--- src/rtl/rll_key_load_ctrl_if.sv ---
// Bus bundle for the RLL32 key-load controller: control strobes, key stream and committed-key outputs.
// Both modports cover every signal; the controller takes the slave side.
//
// Stream handshake:
//  - A beat transfers on a rising clk edge where in_valid && in_ready are both high.
//  - in_ready depends only on controller state, never on in_valid.
//  - While in_valid is high, in_data is the beat on offer. The source may drop in_valid between beats.
//  - in_valid while in_ready is low transfers nothing and has no effect.
interface rll_key_load_ctrl_if #(
    parameter int KEY_BITS = 32,
    parameter int BEAT_W   = 8
);
    logic                start;
    logic                exp_par;
    logic                abort;
    logic                in_valid;
    logic [BEAT_W-1:0]   in_data;
    logic                in_ready;
    logic [KEY_BITS-1:0] key_out;
    logic                key_valid;
    logic                busy;
    logic                done;
    logic                err;
    logic                lockout;
    logic [1:0]          state_dbg;

    modport master (
        output start, exp_par, abort, in_valid, in_data,
        input  in_ready, key_out, key_valid, busy, done, err, lockout, state_dbg
    );

    modport slave (
        input  start, exp_par, abort, in_valid, in_data,
        output in_ready, key_out, key_valid, busy, done, err, lockout, state_dbg
    );
endinterface

--- src/rtl/rll_key_load_ctrl.sv ---
// Key-load sequencer for an RLL32 locked netlist: assembles key beats, checks parity, commits atomically.
// Optional consecutive-failure lockout is enabled with `define KEY_FAIL_LOCKOUT_EN.
module rll_key_load_ctrl #(
    parameter int KEY_BITS = 32,
    parameter int BEAT_W   = 8,
    parameter int MAX_FAIL = 3
) (
    input logic              clk,
    input logic              rst,
    rll_key_load_ctrl_if.slave bus
);
    localparam int BEATS = KEY_BITS / BEAT_W;
    localparam int CNT_W = (BEATS > 1) ? $clog2(BEATS) : 1;
    localparam logic [CNT_W-1:0] LAST_BEAT = CNT_W'(BEATS - 1);

    if ((KEY_BITS % BEAT_W) != 0 || BEATS < 2 || MAX_FAIL < 1) begin : g_cfg_check
        $error("rll_key_load_ctrl: unsupported KEY_BITS/BEAT_W/MAX_FAIL combination");
    end

`ifdef KEY_FAIL_LOCKOUT_EN
    typedef enum logic [1:0] {
        S_IDLE    = 2'd0,
        S_LOAD    = 2'd1,
        S_CHECK   = 2'd2,
        S_LOCKOUT = 2'd3
    } state_t;
`else
    typedef enum logic [1:0] {
        S_IDLE    = 2'd0,
        S_LOAD    = 2'd1,
        S_CHECK   = 2'd2
    } state_t;
`endif

    state_t              state, state_next;
    logic [KEY_BITS-1:0] shadow, shadow_next;
    logic [CNT_W-1:0]    beat_cnt, beat_cnt_next;
    logic                par_q, par_next;
    logic [KEY_BITS-1:0] key_out_q, key_out_next;
    logic                key_valid_q, key_valid_next;
    logic                busy_q, busy_next;
    logic                done_q, done_next;
    logic                err_q, err_next;
    logic                par_ok;

`ifdef KEY_FAIL_LOCKOUT_EN
    localparam int FAIL_W = $clog2(MAX_FAIL + 1);
    localparam logic [FAIL_W-1:0] FAIL_LIMIT = FAIL_W'(MAX_FAIL);

    logic [FAIL_W-1:0] fail_cnt, fail_cnt_next, fail_cnt_inc;
    logic              lockout_q, lockout_next;

    // Saturating increment; the limit is reached at most once before the FSM parks in LOCKOUT.
    assign fail_cnt_inc = (fail_cnt == FAIL_LIMIT) ? fail_cnt : fail_cnt + FAIL_W'(1);
`endif

    assign par_ok = ((^shadow) == par_q);

    always_ff @(posedge clk or posedge rst) begin
        if (rst) begin
            state <= S_IDLE;
        end else begin
            state <= state_next;
        end
    end

    always_comb begin
        state_next     = state;
        shadow_next    = shadow;
        beat_cnt_next  = beat_cnt;
        par_next       = par_q;
        key_out_next   = key_out_q;
        key_valid_next = key_valid_q;
        done_next      = 1'b0;
        err_next       = 1'b0;
`ifdef KEY_FAIL_LOCKOUT_EN
        fail_cnt_next  = fail_cnt;
        lockout_next   = lockout_q;
`endif

        case (state)
            S_IDLE: begin
                if (bus.start) begin
                    state_next    = S_LOAD;
                    par_next      = bus.exp_par;
                    beat_cnt_next = '0;
                end
            end

            S_LOAD: begin
                // Abort takes priority: a beat offered in the same cycle is dropped.
                if (bus.abort) begin
                    state_next = S_IDLE;
                end else if (bus.in_valid) begin
                    shadow_next   = (shadow << BEAT_W) | KEY_BITS'(bus.in_data);
                    beat_cnt_next = beat_cnt + CNT_W'(1);
                    if (beat_cnt == LAST_BEAT) begin
                        state_next = S_CHECK;
                    end
                end
            end

            S_CHECK: begin
                state_next = S_IDLE;
                if (par_ok) begin
                    key_out_next   = shadow;
                    key_valid_next = 1'b1;
                    done_next      = 1'b1;
`ifdef KEY_FAIL_LOCKOUT_EN
                    fail_cnt_next  = '0;
`endif
                end else begin
                    // A failed reload also discards the previously committed key.
                    key_out_next   = '0;
                    key_valid_next = 1'b0;
                    err_next       = 1'b1;
`ifdef KEY_FAIL_LOCKOUT_EN
                    fail_cnt_next  = fail_cnt_inc;
                    if (fail_cnt_inc == FAIL_LIMIT) begin
                        state_next   = S_LOCKOUT;
                        lockout_next = 1'b1;
                    end
`endif
                end
            end

`ifdef KEY_FAIL_LOCKOUT_EN
            S_LOCKOUT: begin
                key_out_next   = '0;
                key_valid_next = 1'b0;
            end
`endif

            default: begin
                state_next = S_IDLE;
            end
        endcase

        busy_next = (state_next != S_IDLE);
    end

    always_ff @(posedge clk or posedge rst) begin
        if (rst) begin
            shadow      <= '0;
            beat_cnt    <= '0;
            par_q       <= 1'b0;
            key_out_q   <= '0;
            key_valid_q <= 1'b0;
            busy_q      <= 1'b0;
            done_q      <= 1'b0;
            err_q       <= 1'b0;
        end else begin
            shadow      <= shadow_next;
            beat_cnt    <= beat_cnt_next;
            par_q       <= par_next;
            key_out_q   <= key_out_next;
            key_valid_q <= key_valid_next;
            busy_q      <= busy_next;
            done_q      <= done_next;
            err_q       <= err_next;
        end
    end

`ifdef KEY_FAIL_LOCKOUT_EN
    always_ff @(posedge clk or posedge rst) begin
        if (rst) begin
            fail_cnt  <= '0;
            lockout_q <= 1'b0;
        end else begin
            fail_cnt  <= fail_cnt_next;
            lockout_q <= lockout_next;
        end
    end

    assign bus.lockout = lockout_q;
`else
    assign bus.lockout = 1'b0;
`endif

    assign bus.in_ready  = (state == S_LOAD);
    assign bus.key_out   = key_out_q;
    assign bus.key_valid = key_valid_q;
    assign bus.busy      = busy_q;
    assign bus.done      = done_q;
    assign bus.err       = err_q;
    assign bus.state_dbg = state;
endmodule

--- src/flat_wrapper.sv ---
// flat-port wrapper written by rule: the top's interface ports become plain ports
module rll_key_load_ctrl_flat 
#(
    parameter int KEY_BITS = 32,
    parameter int BEAT_W   = 8,
    parameter int MAX_FAIL = 3
)
  (clk, rst, bus_start, bus_exp_par, bus_abort, bus_in_valid, bus_in_data, bus_in_ready, bus_key_out, bus_key_valid, bus_busy, bus_done, bus_err, bus_lockout, bus_state_dbg);
  rll_key_load_ctrl_if #(.KEY_BITS(KEY_BITS), .BEAT_W(BEAT_W)) bus_i ();
  input logic clk;
  input logic rst;
  input wire logic [$bits(bus_i.start)-1:0] bus_start;
  input wire logic [$bits(bus_i.exp_par)-1:0] bus_exp_par;
  input wire logic [$bits(bus_i.abort)-1:0] bus_abort;
  input wire logic [$bits(bus_i.in_valid)-1:0] bus_in_valid;
  input wire logic [$bits(bus_i.in_data)-1:0] bus_in_data;
  output wire logic [$bits(bus_i.in_ready)-1:0] bus_in_ready;
  output wire logic [$bits(bus_i.key_out)-1:0] bus_key_out;
  output wire logic [$bits(bus_i.key_valid)-1:0] bus_key_valid;
  output wire logic [$bits(bus_i.busy)-1:0] bus_busy;
  output wire logic [$bits(bus_i.done)-1:0] bus_done;
  output wire logic [$bits(bus_i.err)-1:0] bus_err;
  output wire logic [$bits(bus_i.lockout)-1:0] bus_lockout;
  output wire logic [$bits(bus_i.state_dbg)-1:0] bus_state_dbg;
  assign bus_i.start = bus_start;
  assign bus_i.exp_par = bus_exp_par;
  assign bus_i.abort = bus_abort;
  assign bus_i.in_valid = bus_in_valid;
  assign bus_i.in_data = bus_in_data;
  assign bus_in_ready = bus_i.in_ready;
  assign bus_key_out = bus_i.key_out;
  assign bus_key_valid = bus_i.key_valid;
  assign bus_busy = bus_i.busy;
  assign bus_done = bus_i.done;
  assign bus_err = bus_i.err;
  assign bus_lockout = bus_i.lockout;
  assign bus_state_dbg = bus_i.state_dbg;
  rll_key_load_ctrl #(.KEY_BITS(KEY_BITS), .BEAT_W(BEAT_W), .MAX_FAIL(MAX_FAIL)) u_core (.clk(clk), .rst(rst), .bus(bus_i));
endmodule
--- config.mk ---
export PLATFORM = sky130hd
export DESIGN_NAME = rll_key_load_ctrl_flat
export DESIGN_NICKNAME = d
export VERILOG_FILES = /design/src/rtl/rll_key_load_ctrl_if.sv /design/src/rtl/rll_key_load_ctrl.sv /design/src/flat_wrapper.sv
export SDC_FILE = /design/constraint.sdc
export NUM_CORES = 1
export LEC_CHECK = 0
export ABC_CLOCK_PERIOD_IN_PS = 5150
export CORE_MARGIN = 2
export CORE_UTILIZATION = 45
export CTS_BUF_LIST = sky130_fd_sc_hd__clkbuf_4 sky130_fd_sc_hd__clkbuf_8
export CTS_CLUSTER_DIAMETER = 120
export DETAILED_ROUTE_END_ITERATION = 6
export MAX_ROUTING_LAYER = met4
export PLACE_DENSITY = 0.79
export SLEW_MARGIN = 30
export SYNTH_ARGS = -nofsm -noshare
export SYNTH_HDL_FRONTEND = slang
export SYNTH_SLANG_ARGS = --single-unit
--- constraint.sdc ---
create_clock -name clk -period 5.15 [get_ports clk]
set_clock_uncertainty 0.15 [all_clocks]
set_input_delay 0.7725 -clock clk [delete_from_list [all_inputs] [get_ports clk]]
set_output_delay 0.7725 -clock clk [all_outputs]
set_load 0.02 [all_outputs]
==> metrics.md <==
| Metric | Value |
|---|---|
| Status | `completed` |
| Top cell type by total area after synthesis | `dfrtp_1` |
| FILL cells | `599` |
| Cells along the critical path | `xor2_1 > xnor2_1 > xnor2_2 > xnor3_2 > xnor2_4 > o21ai_0` |
| Routed wire per std cell | `13.8 um` |
| Critical Path RT | `5190 ps` |
| Worst Hold Endpoint | `u_core.bus.key_out[29]` |
| Mux share of post-synthesis cell area | `11.8%` |
| Layout cell share with drive strength beyond 1 | `16.7%` |
| Row count | `30` |
| Post-layout util | `57.3%` |
| Gate Count Post-Synth | `277` |
| R2r worst-path depth | `6` |
| Endpoints failing setup | `0` |
| Area occupied by multi-input gates | `1240 um^2` |
| R2R Path Start | `u_core.shadow[15]` |
| Maximum clock rate | `374 MHz` |
| Hold Buf Count CTS | `0` |
| Mean Syn Cell Area | `11.4 um^2` |
| CTS tree | `yes` |
| Drt total wl | `5.87 mm` |
| Most frequent cell after synthesis | `dfrtp_1` |
| Post-DP HPWL | `3.97 mm` |
| H-tree depth reported by CTS | `3` |
| CTS root buf | `clkbuf_8` |
| First-pass GRT wire length | `10.1 mm` |
| Hold crit path type | `reg2reg` |
| Busiest grt layer | `met2` |
| Worst setup SP type | `register` |
| Synth warnings | `0` |
| Slew Viols, Final | `0` |
| RSZ-0062 raised after global routing | `no` |
| Placed cell count | `412` |
| Bufs on Longest Clock Path | `2` |
| Port Buf Inserts | `52` |
| Core ar. | `6790 um^2` |
| Global Route met1 Usage | `22.1%` |
| Initial antenna violation count | `0` |
| Die height | `87.7 um` |
| Ys async rst share | `100%` |
| Vias post-DR | `2,052` |
| Initial DRC Count | `101` |
| Synth Area in Simple Gates | `10.5%` |
| Via/cell ratio | `4.83` |
| Clk Latency, worst-skew pair | `340 ps` |
| Max incr delay on CP | `650 ps` |
| Max FO, Critical Path | `35` |
| Total of max-cap violations | `0` |
| Worst-path clk slew | `70 ps` |
| Top post-synthesis cells by area | `dfrtp_1 (58%), mux2_2 (12%), nand2_1 (8.1%), xnor2_1 (6.4%), o21ai_0 (5.6%)` |
| Antenna cells | `0` |
| Synth Net Count | `292` |
| Die area | `7680 um^2` |
| Vias in the first global route | `2,095` |
| Final nets | `342` |
| Critical Path End Type | `register` |
| Final Hold Vio Count | `0` |
| CTS Sinks | `73` |
| Worst R2R End | `u_core.bus.key_out[23]` |
| Tmin final | `2670 ps` |
| DRC | `0` |
| Slew @ Worst Pin | `784 ps` |
| Grt ovf | `0` |
| CP max-delay cell | `xnor2_4` |
| Top cells by count, synth | `dfrtp_1 (73), nand2_1 (68), o21ai_0 (35), mux2_2 (33), xnor2_1 (23)` |
| Top cell type's share of synthesized area | `58.0%` |
| Drt first pass iters | `4` |
| Fin area | `3890 um^2` |
| Synth-to-Final Area Change | `23.6%` |
| Yosys reg bits | `73` |
| Compound-Gate Fraction of Synth Area | `6.28%` |
| Largest family of logic cells by synthesized area | `multiplexers` |
| Hold Startpoint | `u_core.bus.key_out[29]` |
| Synth cell types | `26` |
| Post-CTS resize count | `0` |
| Top FF cell, synth | `dfrtp_1` |
| I/O Pins | `54` |
| Met3 Use GR | `6.03%` |
| Final cell count without fillers | `425` |
| Starting density of the core | `46.4%` |
| Placed Area | `3730 um^2` |
| Die Width | `87.7 um` |
| Largest net degree at the start of global routing | `48` |
| Setup Total Neg Slack | `0 ps` |
| Syn Std Cell Area | `3150 um^2` |
| Register area | `1830 um^2` |
| Synthesized-area fraction occupied by xor and xnor cells | `9.93%` |
| Hold depth | `2` |
| Global Route met2 Usage | `27.9%` |
| Relative slew margins | `47.7%` |
| GPL Wtd Cong | `0.776` |
| Routed Antenna Nets | `0` |
| Post-CTS setup buffers | `0` |
| Adder-Cell Fraction of Synth Area | `0.397%` |
| Total global-route track usage | `18.0%` |
| Kind of critical path | `reg2reg` |
| CTS Buf Count | `9` |
| EDFF count, synth | `0` |
| FF-to-FF setup slack | `2480 ps` |
| Sequential fraction of the synthesis area | `58.0%` |
| Tcrit/Tclk final | `51.9%` |
| WP data arrival | `2710 ps` |
==> worst max-delay path: cells and delay by family (launching register included) <==
| family | cells | cell delay (ps) |
|---|---|---|
| AO/OA/AOI/OAI | 1 | 220 |
| XOR/XNOR | 5 | 1700 |
| flip-flops | 1 | 450 |
==> how the worst max path moves through the flow <==
stage,slack [ps],start,cells past startpoint,endpoint
finish,2480,u_core.shadow[15],6,u_core.bus.key_out[23]
global placement,2540,u_core.shadow[7],6,u_core.bus.key_out[8]
global route,2260,u_core.shadow[9],6,u_core.bus.key_out[12]
floorplan,2370,rst,1,u_core.beat_cnt[0]
detailed placement,2450,u_core.shadow[9],6,u_core.bus.key_out[30]
CTS,2430,u_core.shadow[9],6,u_core.bus.key_out[30]
==> area by class of cell <==
type	instances	share of cell area (%)
tap	96	3.09
sequential	73	46.9
inverter	2	0.225
clock inverter	1	0.129
clock buffer	12	3.92
multi-input combinational	186	31.8
timing repair buffer	55	14.0
==> cells by family after synthesis <==
group | count (synthesis)
and+or+nand+nor | 81
DFF | 73
AOI/OAI and AO/OA | 39
muxes | 33
xor gates and xnor gates | 31
buffers and inverters | 18
adders and majority gates | 1
other | 1
==> layer usage <==
layer  part of all wire [%]  vias up
li1                       -      999
met1                     46     1008
met2                     49       40
met3                    3.6        5
met4                    1.4        0
met5                      0        -
==> layout by cell type, fill, tap and decap left out <==
cell type | netlist | layout
dfrtp_1 | 73 | 73
and2_1 | 2 | 2
clkbuf_8 | 0 | 10
xnor3_2 | 1 | 1
nor2_1 | 3 | 3
and3_1 | 1 | 1
clkdlybuf4s50_1 | 0 | 52
xor2_1 | 5 | 5
xnor2_2 | 1 | 1
nor2b_4 | 0 | 1
a21oi_1 | 3 | 3
xnor2_4 | 1 | 1
nor3_1 | 1 | 1
xnor2_1 | 23 | 23
buf_4 | 1 | 3
clkbuf_4 | 0 | 2
or2_2 | 1 | 1
inv_1 | 2 | 1
a21o_1 | 1 | 1
clkinv_2 | 0 | 2
mux2_2 | 33 | 33
conb_1 | 1 | 1
nand2b_1 | 2 | 2
nor3b_1 | 2 | 2
o21ai_0 | 35 | 35
ha_1 | 1 | 1
nand2_1 | 68 | 68
==> state kept, by name, indices dropped and copies added (netlist names) <==
name and cells:
u_core.bus.key_out 32, u_core.shadow 32, u_core.beat_cnt 2, u_core.bus.state_dbg 2, u_core.bus.busy 1, u_core.bus.done 1
u_core.bus.err 1, u_core.bus.key_valid 1, u_core.par_q 1
==> per-stage QoR <==
stage	setup slack [ps]	hold WS, ps
floorplan	2370	326
global placement	2540	312
detailed placement	2450	320
CTS	2430	335
global route	2260	355
finish	2480	327
Power is not shown: default switching activity piles up to over one toggle a cycle in this logic, so the estimate is an artifact.
